<file path="src/rtl/mem_wb_skid_pkg.sv">
// Shared MEM/WB definitions: default widths, write-back payload, constants.
package mem_wb_skid_pkg;

  localparam int DEF_XLEN       = 32;
  localparam int DEF_RADDR_W    = 5;
  localparam int DEF_CSR_ADDR_W = 12;
  localparam int DEF_CNT_W      = 64;

  // Constants formerly kept in the global defines.
  localparam logic [DEF_RADDR_W-1:0] ZERO_REG      = '0;
  localparam logic                   WRITE_DISABLE = 1'b0;
  localparam logic [DEF_XLEN-1:0]    ZERO          = '0;

  // Write-back payload at the default widths; field order matches the
  // flattened vector carried through the skid buffer.
  typedef struct packed {
    logic                      reg_we;
    logic [DEF_RADDR_W-1:0]    reg_waddr;
    logic [DEF_XLEN-1:0]       reg_wdata;
    logic                      csr_we;
    logic [DEF_CSR_ADDR_W-1:0] csr_waddr;
    logic [DEF_XLEN-1:0]       csr_wdata;
  } wb_payload_t;

endpackage

</file>
<file path="src/rtl/mem_wb_skid_skid_buf.sv">
// Generic two-entry valid/ready buffer: head (main) plus one skid entry.
// ready_o comes straight from the skid valid flop, so upstream never sees
// a combinational path from ready_i.
module skid_buf #(
  parameter int W = 8
) (
  input  logic         clk_i,
  input  logic         rst_ni,
  input  logic         flush_i,
  input  logic         valid_i,
  output logic         ready_o,
  input  logic [W-1:0] data_i,
  output logic         valid_o,
  input  logic         ready_i,
  output logic [W-1:0] data_o
);

  logic         main_vld_q, main_vld_d;
  logic         skid_vld_q, skid_vld_d;
  logic [W-1:0] main_q, main_d;
  logic [W-1:0] skid_q, skid_d;
  logic         acc, ret;

  assign ready_o = ~skid_vld_q;
  assign valid_o = main_vld_q;
  assign data_o  = main_q;
  assign acc     = valid_i & ready_o;
  assign ret     = main_vld_q & ready_i;

  // Next-state: flush wins; otherwise refill head from skid, then from input.
  always_comb begin
    main_vld_d = main_vld_q;
    skid_vld_d = skid_vld_q;
    main_d     = main_q;
    skid_d     = skid_q;
    if (flush_i) begin
      main_vld_d = 1'b0;
      skid_vld_d = 1'b0;
      main_d     = '0;
      skid_d     = '0;
    end else if (!main_vld_q || ret) begin
      if (skid_vld_q) begin
        // ready_o is low here, so acc is 0 and skid simply empties.
        main_vld_d = 1'b1;
        main_d     = skid_q;
        skid_vld_d = acc;
        if (acc) skid_d = data_i;
      end else begin
        main_vld_d = acc;
        if (acc) main_d = data_i;
      end
    end else if (acc) begin
      skid_vld_d = 1'b1;
      skid_d     = data_i;
    end
  end

  // Entry registers.
  always_ff @(posedge clk_i or negedge rst_ni) begin
    if (!rst_ni) begin
      main_vld_q <= 1'b0;
      skid_vld_q <= 1'b0;
      main_q     <= '0;
      skid_q     <= '0;
    end else begin
      main_vld_q <= main_vld_d;
      skid_vld_q <= skid_vld_d;
      main_q     <= main_d;
      skid_q     <= skid_d;
    end
  end

endmodule

</file>
<file path="src/rtl/mem_wb_skid.sv">
// MEM/WB stage register with backpressure, x0 write suppression,
// qualified retire pulse and a free-running retired-instruction counter.
module mem_wb_skid
  import mem_wb_skid_pkg::*;
#(
  parameter int XLEN       = DEF_XLEN,
  parameter int RADDR_W    = DEF_RADDR_W,
  parameter int CSR_ADDR_W = DEF_CSR_ADDR_W,
  parameter int CNT_W      = DEF_CNT_W
) (
  input  logic                  clk_i,
  input  logic                  rst_ni,
  input  logic                  valid_i,
  output logic                  ready_o,
  input  logic                  reg_we_i,
  input  logic [RADDR_W-1:0]    reg_waddr_i,
  input  logic [XLEN-1:0]       reg_wdata_i,
  input  logic                  csr_we_i,
  input  logic [CSR_ADDR_W-1:0] csr_waddr_i,
  input  logic [XLEN-1:0]       csr_wdata_i,
  input  logic                  flush_int_i,
  output logic                  valid_o,
  input  logic                  ready_i,
  output logic                  reg_we_o,
  output logic [RADDR_W-1:0]    reg_waddr_o,
  output logic [XLEN-1:0]       reg_wdata_o,
  output logic                  csr_we_o,
  output logic [CSR_ADDR_W-1:0] csr_waddr_o,
  output logic [XLEN-1:0]       csr_wdata_o,
  output logic                  instret_incr_o,
  output logic [CNT_W-1:0]      retire_cnt_o
);

  localparam int PW = 2 + RADDR_W + CSR_ADDR_W + 2 * XLEN;

  logic [PW-1:0]    pl_in, pl_head;
  logic             hd_reg_we, hd_csr_we;
  logic             retire;
  logic [CNT_W-1:0] cnt_q, cnt_d;

  assign pl_in = {reg_we_i, reg_waddr_i, reg_wdata_i,
                  csr_we_i, csr_waddr_i, csr_wdata_i};

  skid_buf #(.W(PW)) u_skid (
    .clk_i   (clk_i),
    .rst_ni  (rst_ni),
    .flush_i (flush_int_i),
    .valid_i (valid_i),
    .ready_o (ready_o),
    .data_i  (pl_in),
    .valid_o (valid_o),
    .ready_i (ready_i),
    .data_o  (pl_head)
  );

  assign {hd_reg_we, reg_waddr_o, reg_wdata_o,
          hd_csr_we, csr_waddr_o, csr_wdata_o} = pl_head;

  // A retire still counts in a flush cycle: the head has been consumed.
  assign retire         = valid_o & ready_i;
  assign instret_incr_o = retire;

  // Strobes only fire on the consuming cycle; writes to x0 are dropped.
  always_comb begin
    reg_we_o = WRITE_DISABLE;
    csr_we_o = WRITE_DISABLE;
    if (retire) begin
      reg_we_o = hd_reg_we & (reg_waddr_o != RADDR_W'(ZERO_REG));
      csr_we_o = hd_csr_we;
    end
  end

  // Retired-instruction count, wrapping at 2^CNT_W.
  always_comb begin
    cnt_d = cnt_q;
    if (retire) cnt_d = cnt_q + CNT_W'(1);
  end

  // Counter register.
  always_ff @(posedge clk_i or negedge rst_ni) begin
    if (!rst_ni) cnt_q <= CNT_W'(ZERO);
    else         cnt_q <= cnt_d;
  end

  assign retire_cnt_o = cnt_q;

endmodule

</file>
<file path="config.mk">
export PLATFORM = sky130hd
export DESIGN_NAME = mem_wb_skid
export DESIGN_NICKNAME = d
export VERILOG_FILES = /design/src/rtl/mem_wb_skid_pkg.sv /design/src/rtl/mem_wb_skid_skid_buf.sv /design/src/rtl/mem_wb_skid.sv
export SDC_FILE = /design/constraint.sdc
export NUM_CORES = 1
export LEC_CHECK = 0
export CAP_MARGIN = 20
export CORE_AREA = 2 2 160 162
export CTS_CLUSTER_DIAMETER = 200
export DETAILED_ROUTE_END_ITERATION = 10
export DIE_AREA = 0 0 162 164
export HOLD_SLACK_MARGIN = 0.02
export PLACE_DENSITY = 0.71
export SYNTH_ARGS = -nofsm -noshare
export SYNTH_HDL_FRONTEND = slang
export SYNTH_SLANG_ARGS = --single-unit
export TNS_END_PERCENT = 50
</file>
<file path="constraint.sdc">
create_clock -name clk_i -period 1.98 [get_ports clk_i]
set_input_delay 0.297 -clock clk_i [delete_from_list [all_inputs] [get_ports clk_i]]
set_output_delay 0.297 -clock clk_i [all_outputs]
set_load 0.02 [all_outputs]
</file>
Yosys cells after proc, flatten, opt, wreduce, memory -nomap -nowiden. Cells that the tools add are included.

Equality and inequality tests: 1. Add/sub/neg operators: 1. Bitwise logic cells: 4. Muxes and demuxes: 17. Reductions and logical operators: 7.

Operator list (count): $mux W83 (8); $add A64 B1 Y64 const B (1); $mux W1 (9); $reduce_bool A3 Y1 (2); $reduce_bool A5 Y1 (1); $and A1 B1 Y1 (3); $ne A3 B2 Y1 const B (1); $reduce_and A2 Y1 (1); $reduce_bool A2 Y1 (1); $logic_not A1 Y1 (1); $logic_or A1 B1 Y1 (1); $not A1 Y1 (1).

Input port bits: 88. Register bits: 232. Logic and storage cells: 35. Output and inout bits: 150.

Depth between registers and ports, before layout. Gate-level depths: netlist of run 1.

Depth in word-level cells: 6. Depth in mapped cells: 7. Gate-level depth less buffers: 6.

By module. From an unflattened synthesis of run 1, not the netlist that was laid out.

Cell total of the unflattened synthesis: 967. Area total of the unflattened synthesis: 11006.8 sq um.

By module, submodules not included: skid_buf (cells each 665, times used 1, sequential area each 4204.0 sq um, area an instance 7823.8 sq um); mem_wb_skid (cells each 302, times used 1, sequential area each 1601.5 sq um, area an instance 3183.1 sq um).

Worst setup path after synthesis of run 1. No wires, ideal clock.

Path type: flip-flop to flip-flop. From: reg cnt_q[6], in the netlist retire_cnt_o[6]. To: reg cnt_q[29], in the netlist retire_cnt_o[29]. Path buffers: 0. Arrival time: 1.781 ns. Library setup time: 0.130 ns. Period minus slack after synthesis: 1.911 ns. Path slack: 0.069 ns. Cell stages (with the launch flop): 6. Data required time: 1.850 ns. Cell sequence: dfrtp_1 nand4_4 or3_4 nor4_4 nand4_1 xnor2_1.

Word-level cells in the longest chain between the ends: 1.

RTL lines: start: declaration (RTL line mem_wb_skid.sv:39) `logic [CNT_W-1:0] cnt_q, cnt_d;`; start signal: assignment (RTL line mem_wb_skid.sv:81) `if (!rst_ni) cnt_q <= CNT_W'(ZERO);`; start signal: assignment (RTL line mem_wb_skid.sv:82) `else cnt_q <= cnt_d;`; $add A64 B1 Y64 (RTL line mem_wb_skid.sv:76) `if (retire) cnt_d = cnt_q + CNT_W'(1);`.

No other way between the ends. A chain may end at the register's enable or synchronous reset.

Worst setup path in the final report of run 1.
From: reg u_skid.main_q[78], in the netlist u_skid.data_o[78]. To: out reg_we_o.

Word-level cells in the longest chain between the ends: 3.

RTL lines: start: declaration (RTL line mem_wb_skid_skid_buf.sv:20) `logic [W-1:0] main_q, main_d;`; start signal: assignment (RTL line mem_wb_skid_skid_buf.sv:68) `main_q <= main_d;`; $reduce_bool A5 Y1 (RTL line mem_wb_skid.sv:68) `reg_we_o = hd_reg_we & (reg_waddr_o != RADDR_W'(ZERO_REG));`; $and A1 B1 Y1 (RTL line mem_wb_skid.sv:68); $mux W1 (RTL line mem_wb_skid.sv:67) `if (retire) begin`; end: declaration (RTL line mem_wb_skid.sv:24) `output logic reg_we_o,`.

No other way between the ends.

==> flow_summary_export.csv, run 1 <==
group,metric,value,unit
drt,wl_met2,13300,um
sta,max_freq,0.494,GHz
drt,drtIter0Drc,469,
clock_tree,numCtsBuffers,25,
clock_tree,cts_sinks,232,
placement,numPortBuffers,237,
status,status,"finished with violations",
pwr,pwr-share-seq,46.0,%
setup_path,worstPathRequired,1.68,ns
synthesis,synth.yosys.seq_area_share,52.7,%
synthesis,postSynthNetCount,1195,
finish,fillers,2184,
synthesis,syn-cell-area,11000,um2
clock_tree,cts_setup_buffers,0,
sta,final_hold_viol_count,0,
sta,max_slew_margin,58.2,%
flow_run,cap_viol_max_count,0,
placement,dp_hpwl,19100,um
drt,vias,8411,
sta,hold-worst-slack,0.275,ns
drt,wl_met3,1500,um
setup_path,cp-start-kind,"flop",
sta,finalWorstSetupSlack,-0.0462,ns
pwr,p_int,8.27,mW
setup_path,critical_path.endpoint_type,"output pin",
global_routing,grt_pass1_wl,44600,um
floorplan,io_pins,238,
clock_tree,clk_latency,0.52,ns
floorplan,initial_utilization,44.4,%
sta,fin_skew,0.00657,ns
sta,finalSetupTns,-0.0462,ns
sta,drv_slew,0,
global_routing,grt_pass1_vias,8464,
global_routing,overflow,0,
synthesis,ys_ff_latch,232,
setup_path,r2r-start,"retire_cnt_o[6]$_DFFE_PN0P_",
pwr,clkPwrFrac,39.0,%
finish,drive_gt1_share,10.6,%
global_routing,grtUsageTotal,20.8,%
finish,stdcell_count,1648,
drt,routedLengthMet1,12000,um
finish,layout.nets,1389,
floorplan,rows,58,
clock_tree,cts_root_buf,"clkbuf_16",
pwr,power_frac_comb,15.0,%
synthesis,async_flop_share,100,%
placement,gp_congestion,0.865,
synthesis,synth_area_leader_cell,"dfrtp_1",
pwr,power.density,770,nW/um2
sta,final-setup-viol-count,1,
floorplan,core_area,24800,um2
setup_path,r2r_cells,6,
finish,multi_input_area,4370,um2
setup_path,arrival,1.73,ns
sta,fin_crit,2.03,ns
drt,first_pass_iters,4,
floorplan,die_w,162,um
hold_path,min_from,"flush_int_i",
clock_tree,htreeDepth,1,
global_routing,antenna_found_initial,1,
drt,routed_wl,27500,um
drt,viasPerCell,5.10,
finish,diodes,0,
hold_path,hold_end,"u_skid.skid_q[26]$_DFFE_PN0P_",
synthesis,yosys_most_used_dff,"dfrtp_1",
drt,wire_per_inst,16.7,um
pwr,swShare,25.9,%
global_routing,grt_max_degree,108,
clock_tree,cts.clk_slew.worst_paths,0.06,ns
pwr,peakVddDrop,469,uV
floorplan,dieArea,26600,um2
status,violations,"negative setup slack",
pwr,p_sw,2.89,mW
hold_path,min_path_type,"in2reg",
setup_path,r2r_end,"retire_cnt_o[63]$_DFFE_PN0P_",
synthesis,synth_enable_flop_cells,0,
setup_path,path_class,"reg2out",
clock_tree,clockBufferDepth,3,
synthesis,synthCells,1106,
finish,final_util,58.4,%
floorplan,die_h,164,um
sta,fin_crit_sh,102,%
synthesis,avgSynthCellArea,9.96,um2
synthesis,synth_top_area_share,52.7,%
setup_path,worstPathMaxFanout,2,
finish,area_growth,31.5,%
placement,post-place-cells,1602,
pwr,p_leak,6.35,nW
finish,regArea,5810,um2
hold_path,holdPathStages,3,
synthesis,synth.area.top_cells,"dfrtp_1, mux2i_1, nand2_1",
setup_path,rrSetupSlack,0.07,ns
clock_tree,cts_tree,"done",
drt,topRoutingLayerUsed,"met4",
synthesis,yosysUniqueCellTypes,34,
drt,ant_nets,0,
sta,rsz0062_at_grt,"yes",
synthesis,yosysWarnings,0,
drt,drc,0,
sta,tightest_slew,0.627,ns
-- registers in the layout, summed over array words and instances, names as in the netlist --
signal             count
u_skid.skid_q         83
u_skid.skid_vld_q      1
u_skid.data_o         83
u_skid.valid_o         1
retire_cnt_o          64
-- power groups by stage --
stage / Clock (mW) / Combinational, mW / Sequential (mW)
2_1_floorplan: 0 / 0.862 / 5.26
6_report: 4.35 / 1.68 / 5.13
5_1_grt: 4.67 / 1.82 / 5.15
3_5_place_dp: 0 / 1.71 / 5.21
4_1_cts: 4.46 / 1.71 / 5.13
3_3_place_gp: 0 / 1.69 / 5.20
-- final cells by class --
class	count	share of cell area, %
sequential	232	40.1
multi-input combinational	721	30.2
timing repair buffer	313	21.4
clock buffer	40	5.05
tap	330	2.85
clock inverter	5	0.199
inverter	7	0.181
-- logic make-up after synthesis --
group,share of synthesized area (%)
compound gates,9.56
mux,7.64
fa+ha+maj,0.114
xor+xnor,5.01
simple gates,17.0
flops,52.7
buf+inv,8.00
-- cell usage after synthesis (4+ instances only) --
library cell / count
nor4_1: 4
dfrtp_1: 232
nand3_1: 28
a211oi_1: 83
a21oi_1: 84
nor3_1: 19
xnor2_1: 30
buf_1: 5
nand4_1: 13
nor4_2: 5
and3_1: 9
buf_4: 81
xor2_1: 33
clkbuf_1: 58
nand2_1: 194
nor2_1: 109
inv_1: 7
and4_1: 4
mux2i_1: 83
-- stage by stage --
| stage | worst slack [ns] | total power [mW] | area, um2 |
|---|---|---|---|
| after global routing | -0.124 | 11.6 | 14500 |
| after floorplan | 0.0688 | 6.12 | 11000 |
| after global placement | -0.338 | 6.89 | 13700 |
| after CTS | -0.0726 | 11.3 | 14400 |
| after detailed placement | -0.382 | 6.92 | 13700 |
| final | -0.0462 | 11.2 | 14500 |
-- placed cells by master (no fill, tap or decap), types with 3 or more instances in the layout --
cell type / instances
dfrtp_1: 231
clkdlybuf4s50_1: 214
nand2_1: 194
nor2_1: 108
a21oi_1: 84
a211oi_1: 83
mux2i_1: 83
buf_4: 65
xor2_1: 33
xnor2_1: 30
nand3_1: 27
clkbuf_16: 25
nor3_1: 17
nand4_1: 13
dlymetal6s2s_1: 13
buf_12: 11
clkbuf_1: 10
and3_1: 8
inv_1: 7
nor4_2: 6
dlygate4sd2_1: 6
clkbuf_8: 5
and4_1: 4
clkinv_2: 4
nor4_1: 3
nor3_2: 3
nand4_4: 3
nor4_4: 3
-- worst max-delay path, stage by stage, from the launching register on --
cell,delay [ns]
dfrtp_1,0.37
or3_1,0.36
o311a_1,0.32
buf_2,0.17
-- timing repair --
item                                    CTS  global route
endpoints found under the hold margin    58             0
resized for setup                        11            19
gates cloned                              0             0
hold buffers                              1             0
endpoints found under the setup margin    8            26
pin swaps                                 0             4
-- routing by layer --
layer,track usage [%],vias to the layer above
li1,-,4098
met4,5.87,0
met1,27.7,4041
met2,35.0,233
met3,3.54,39
met5,0,-
-- how the worst max path moves through the flow --
stage	startpoint	endpoint	slack (ns)	cells after the start
after floorplan	retire_cnt_o[6]$_DFFE_PN0P_	retire_cnt_o[29]$_DFFE_PN0P_	0.07	5
after global placement	ready_i	retire_cnt_o[29]$_DFFE_PN0P_	-0.34	6
after detailed placement	ready_i	retire_cnt_o[29]$_DFFE_PN0P_	-0.38	6
after CTS	u_skid.data_o[78]$_DFFE_PN0P_	reg_we_o	-0.07	3
after global routing	u_skid.data_o[78]$_DFFE_PN0P_	reg_we_o	-0.12	3
final	u_skid.data_o[78]$_DFFE_PN0P_	reg_we_o	-0.05	3
Note: power is estimated with default switching activity, not from simulation.
==> run 2: changes to the inputs <==
Settings changed: REMOVE_ABC_BUFFERS from default to 1.
==> run 2 against run 1 <==
The run still ends with negative setup slack left. Sequential cell count unchanged. Maximum frequency decreased by 4.6%. Global-route usage about the same. Final cell count rose by 0.79%. Clock power rose by 6.2%. Via count rose by 2.6%. Combinational power is 2% higher.
==> flow_summary_export.csv, run 2 (same netlist as run 1, synthesis figures left out) <==
group,metric,value,unit
finish,final_cell_mix,"dfrtp_1, clkdlybuf4s50_1, nand2_1",
setup_path,crit_chain,"or3_4 -> o311a_4 -> buf_6",
clock_tree,cts_sinks,232,
setup_path,cp-start-kind,"flop",
clock_tree,cts_tree,"done",
placement,dp_hpwl,19000,um
drt,vias,8633,
sta,final_hold_viol_count,0,
finish,stdcell_count,1661,
sta,fin_crit,2.12,ns
sta,max_freq,0.471,GHz
status,status,"finished with violations",
clock_tree,cts_root_buf,"clkbuf_16",
global_routing,overflow,0,
pwr,finalPower,11.5,mW
finish,fillers,2110,
clock_tree,cts.clk_slew.worst_paths,0.06,ns
floorplan,die_w,162,um
placement,numPortBuffers,237,
setup_path,critical_path.endpoint_type,"output pin",
drt,drc,0,
setup_path,worstPathMaxFanout,2,
clock_tree,htreeDepth,1,
setup_path,cp_slowest_stage_delay,0.40,ns
clock_tree,numCtsBuffers,26,
floorplan,io_pins,238,
floorplan,initial_utilization,44.4,%
status,violations,"negative setup slack",
setup_path,path_class,"reg2out",
floorplan,die_h,164,um
drt,viasPerCell,5.20,
sta,fin_skew,0.0102,ns
pwr,peakVddDrop,575,uV
floorplan,dieArea,26600,um2
finish,drive_gt1_share,12.6,%
global_routing,grt_pass1_wl,44900,um
sta,rsz0062_at_grt,"yes",
global_routing,grt_pass1_vias,8571,
sta,tightest_slew,0.482,ns
drt,routed_wl,27800,um
sta,drv_slew,0,
setup_path,cp_num_buf_inv,1,
drt,drtIter0Drc,505,
drt,first_pass_iters,4,
pwr,p_leak,6.47,nW
finish,area_growth,33.9,%
setup_path,arrival,1.83,ns
drt,wire_per_inst,16.7,um
global_routing,grt_max_degree,69,
drt,ant_nets,0,
pwr,power.density,778,nW/um2
global_routing,grtUsageTotal,20.8,%
flow_run,cap_viol_max_count,0,
floorplan,rows,58,
floorplan,core_area,24800,um2
hold_path,min_path_type,"in2reg",
finish,layout.nets,1402,
setup_path,slowest_stage,"or3_4",
clock_tree,clockBufferDepth,3,
finish,final_common_cell,"dfrtp_1",
clock_tree,clk_latency,0.52,ns
sta,finalSetupTns,-0.144,ns
sta,fin_crit_sh,107,%
placement,post-place-cells,1610,
sta,max_slew_margin,67.6,%
setup_path,worstPathRequired,1.68,ns
placement,gp_congestion,0.835,
sta,finalWorstSetupSlack,-0.144,ns
sta,final-setup-viol-count,1,
global_routing,antenna_found_initial,0,
setup_path,cp_top_family,"simple AND/OR/NAND/NOR gates",
sta,hold-worst-slack,0.206,ns
[run 2: cell types whose count changed in the layout (fill, tap and decap cells not counted), sizes merged, moves of 2 or more]
cell	previous run	this run
dlymetal6s2s	13	11
dlygate4sd2	6	12
buf	78	90
clkbuf	41	37
clkdlybuf4s50	214	210
clkinv	4	8
[run 2: worst paths after layout]
kind	cells after the start	endpoint	startpoint	slack [ns]
max in group asynchronous	3	retire_cnt_o[21]$_DFFE_PN0P_	rst_ni	1.04
worst min register to register	1	retire_cnt_o[54]$_DFFE_PN0P_	retire_cnt_o[54]$_DFFE_PN0P_	0.50
min in group asynchronous	2	retire_cnt_o[8]$_DFFE_PN0P_	rst_ni	0.22
worst max-delay path	3	reg_we_o	u_skid.data_o[77]$_DFFE_PN0P_	-0.14
worst min-delay path	2	u_skid.skid_q[7]$_DFFE_PN0P_	flush_int_i	0.21
worst max register to register	5	retire_cnt_o[29]$_DFFE_PN0P_	retire_cnt_o[18]$_DFFE_PN0P_	0.07
[run 2: metrics by stage]
step	util (%)	worst slack, ns	area [um2]
2_1_floorplan	-	-6.86	10200
6_report	59.4	-0.144	14800
3_5_place_dp	55.6	-0.369	13800
3_3_place_gp	55.6	-0.279	13800
4_1_cts	58.9	-0.166	14600
5_1_grt	59.4	-0.190	14700
[run 2: routing by layer]
layer / track usage [%] / wire, um
met5: 0 / 0
met4: 4.99 / 461
met3: 4.60 / 2080
met2: 32.7 / 12700
met1: 29.4 / 12500
[run 2: final cells by class]
cell class / instances / area [um2] / share of cell area [%]
repair buffers: 325 / 3260 / 22.1
well taps: 330 / 413 / 2.80
diodes: 1 / 2.50 / 0.0170
clock buffers: 36 / 779 / 5.28
multi-input cells: 721 / 4410 / 29.9
inverters: 7 / 26.3 / 0.178
flip-flops and latches: 232 / 5810 / 39.4
clock inverters: 9 / 47.5 / 0.322
[run 2: report_power, final]
part,switching (mW),leakage (nW),internal [mW]
sequential,0.165,3.12,4.97
combinational,0.900,2.93,0.816
clock,1.90,0.417,2.73
total,2.96,6.47,8.51
[run 2: timing repair]
item / in CTS / in global routing
gates resized for setup: 17 / 28
hold buffers: 1 / 0
endpoints found under the hold margin: 202 / 0
setup buffers: 0 / 4
setup endpoints to repair: 14 / 25
pin swaps: 0 / 7
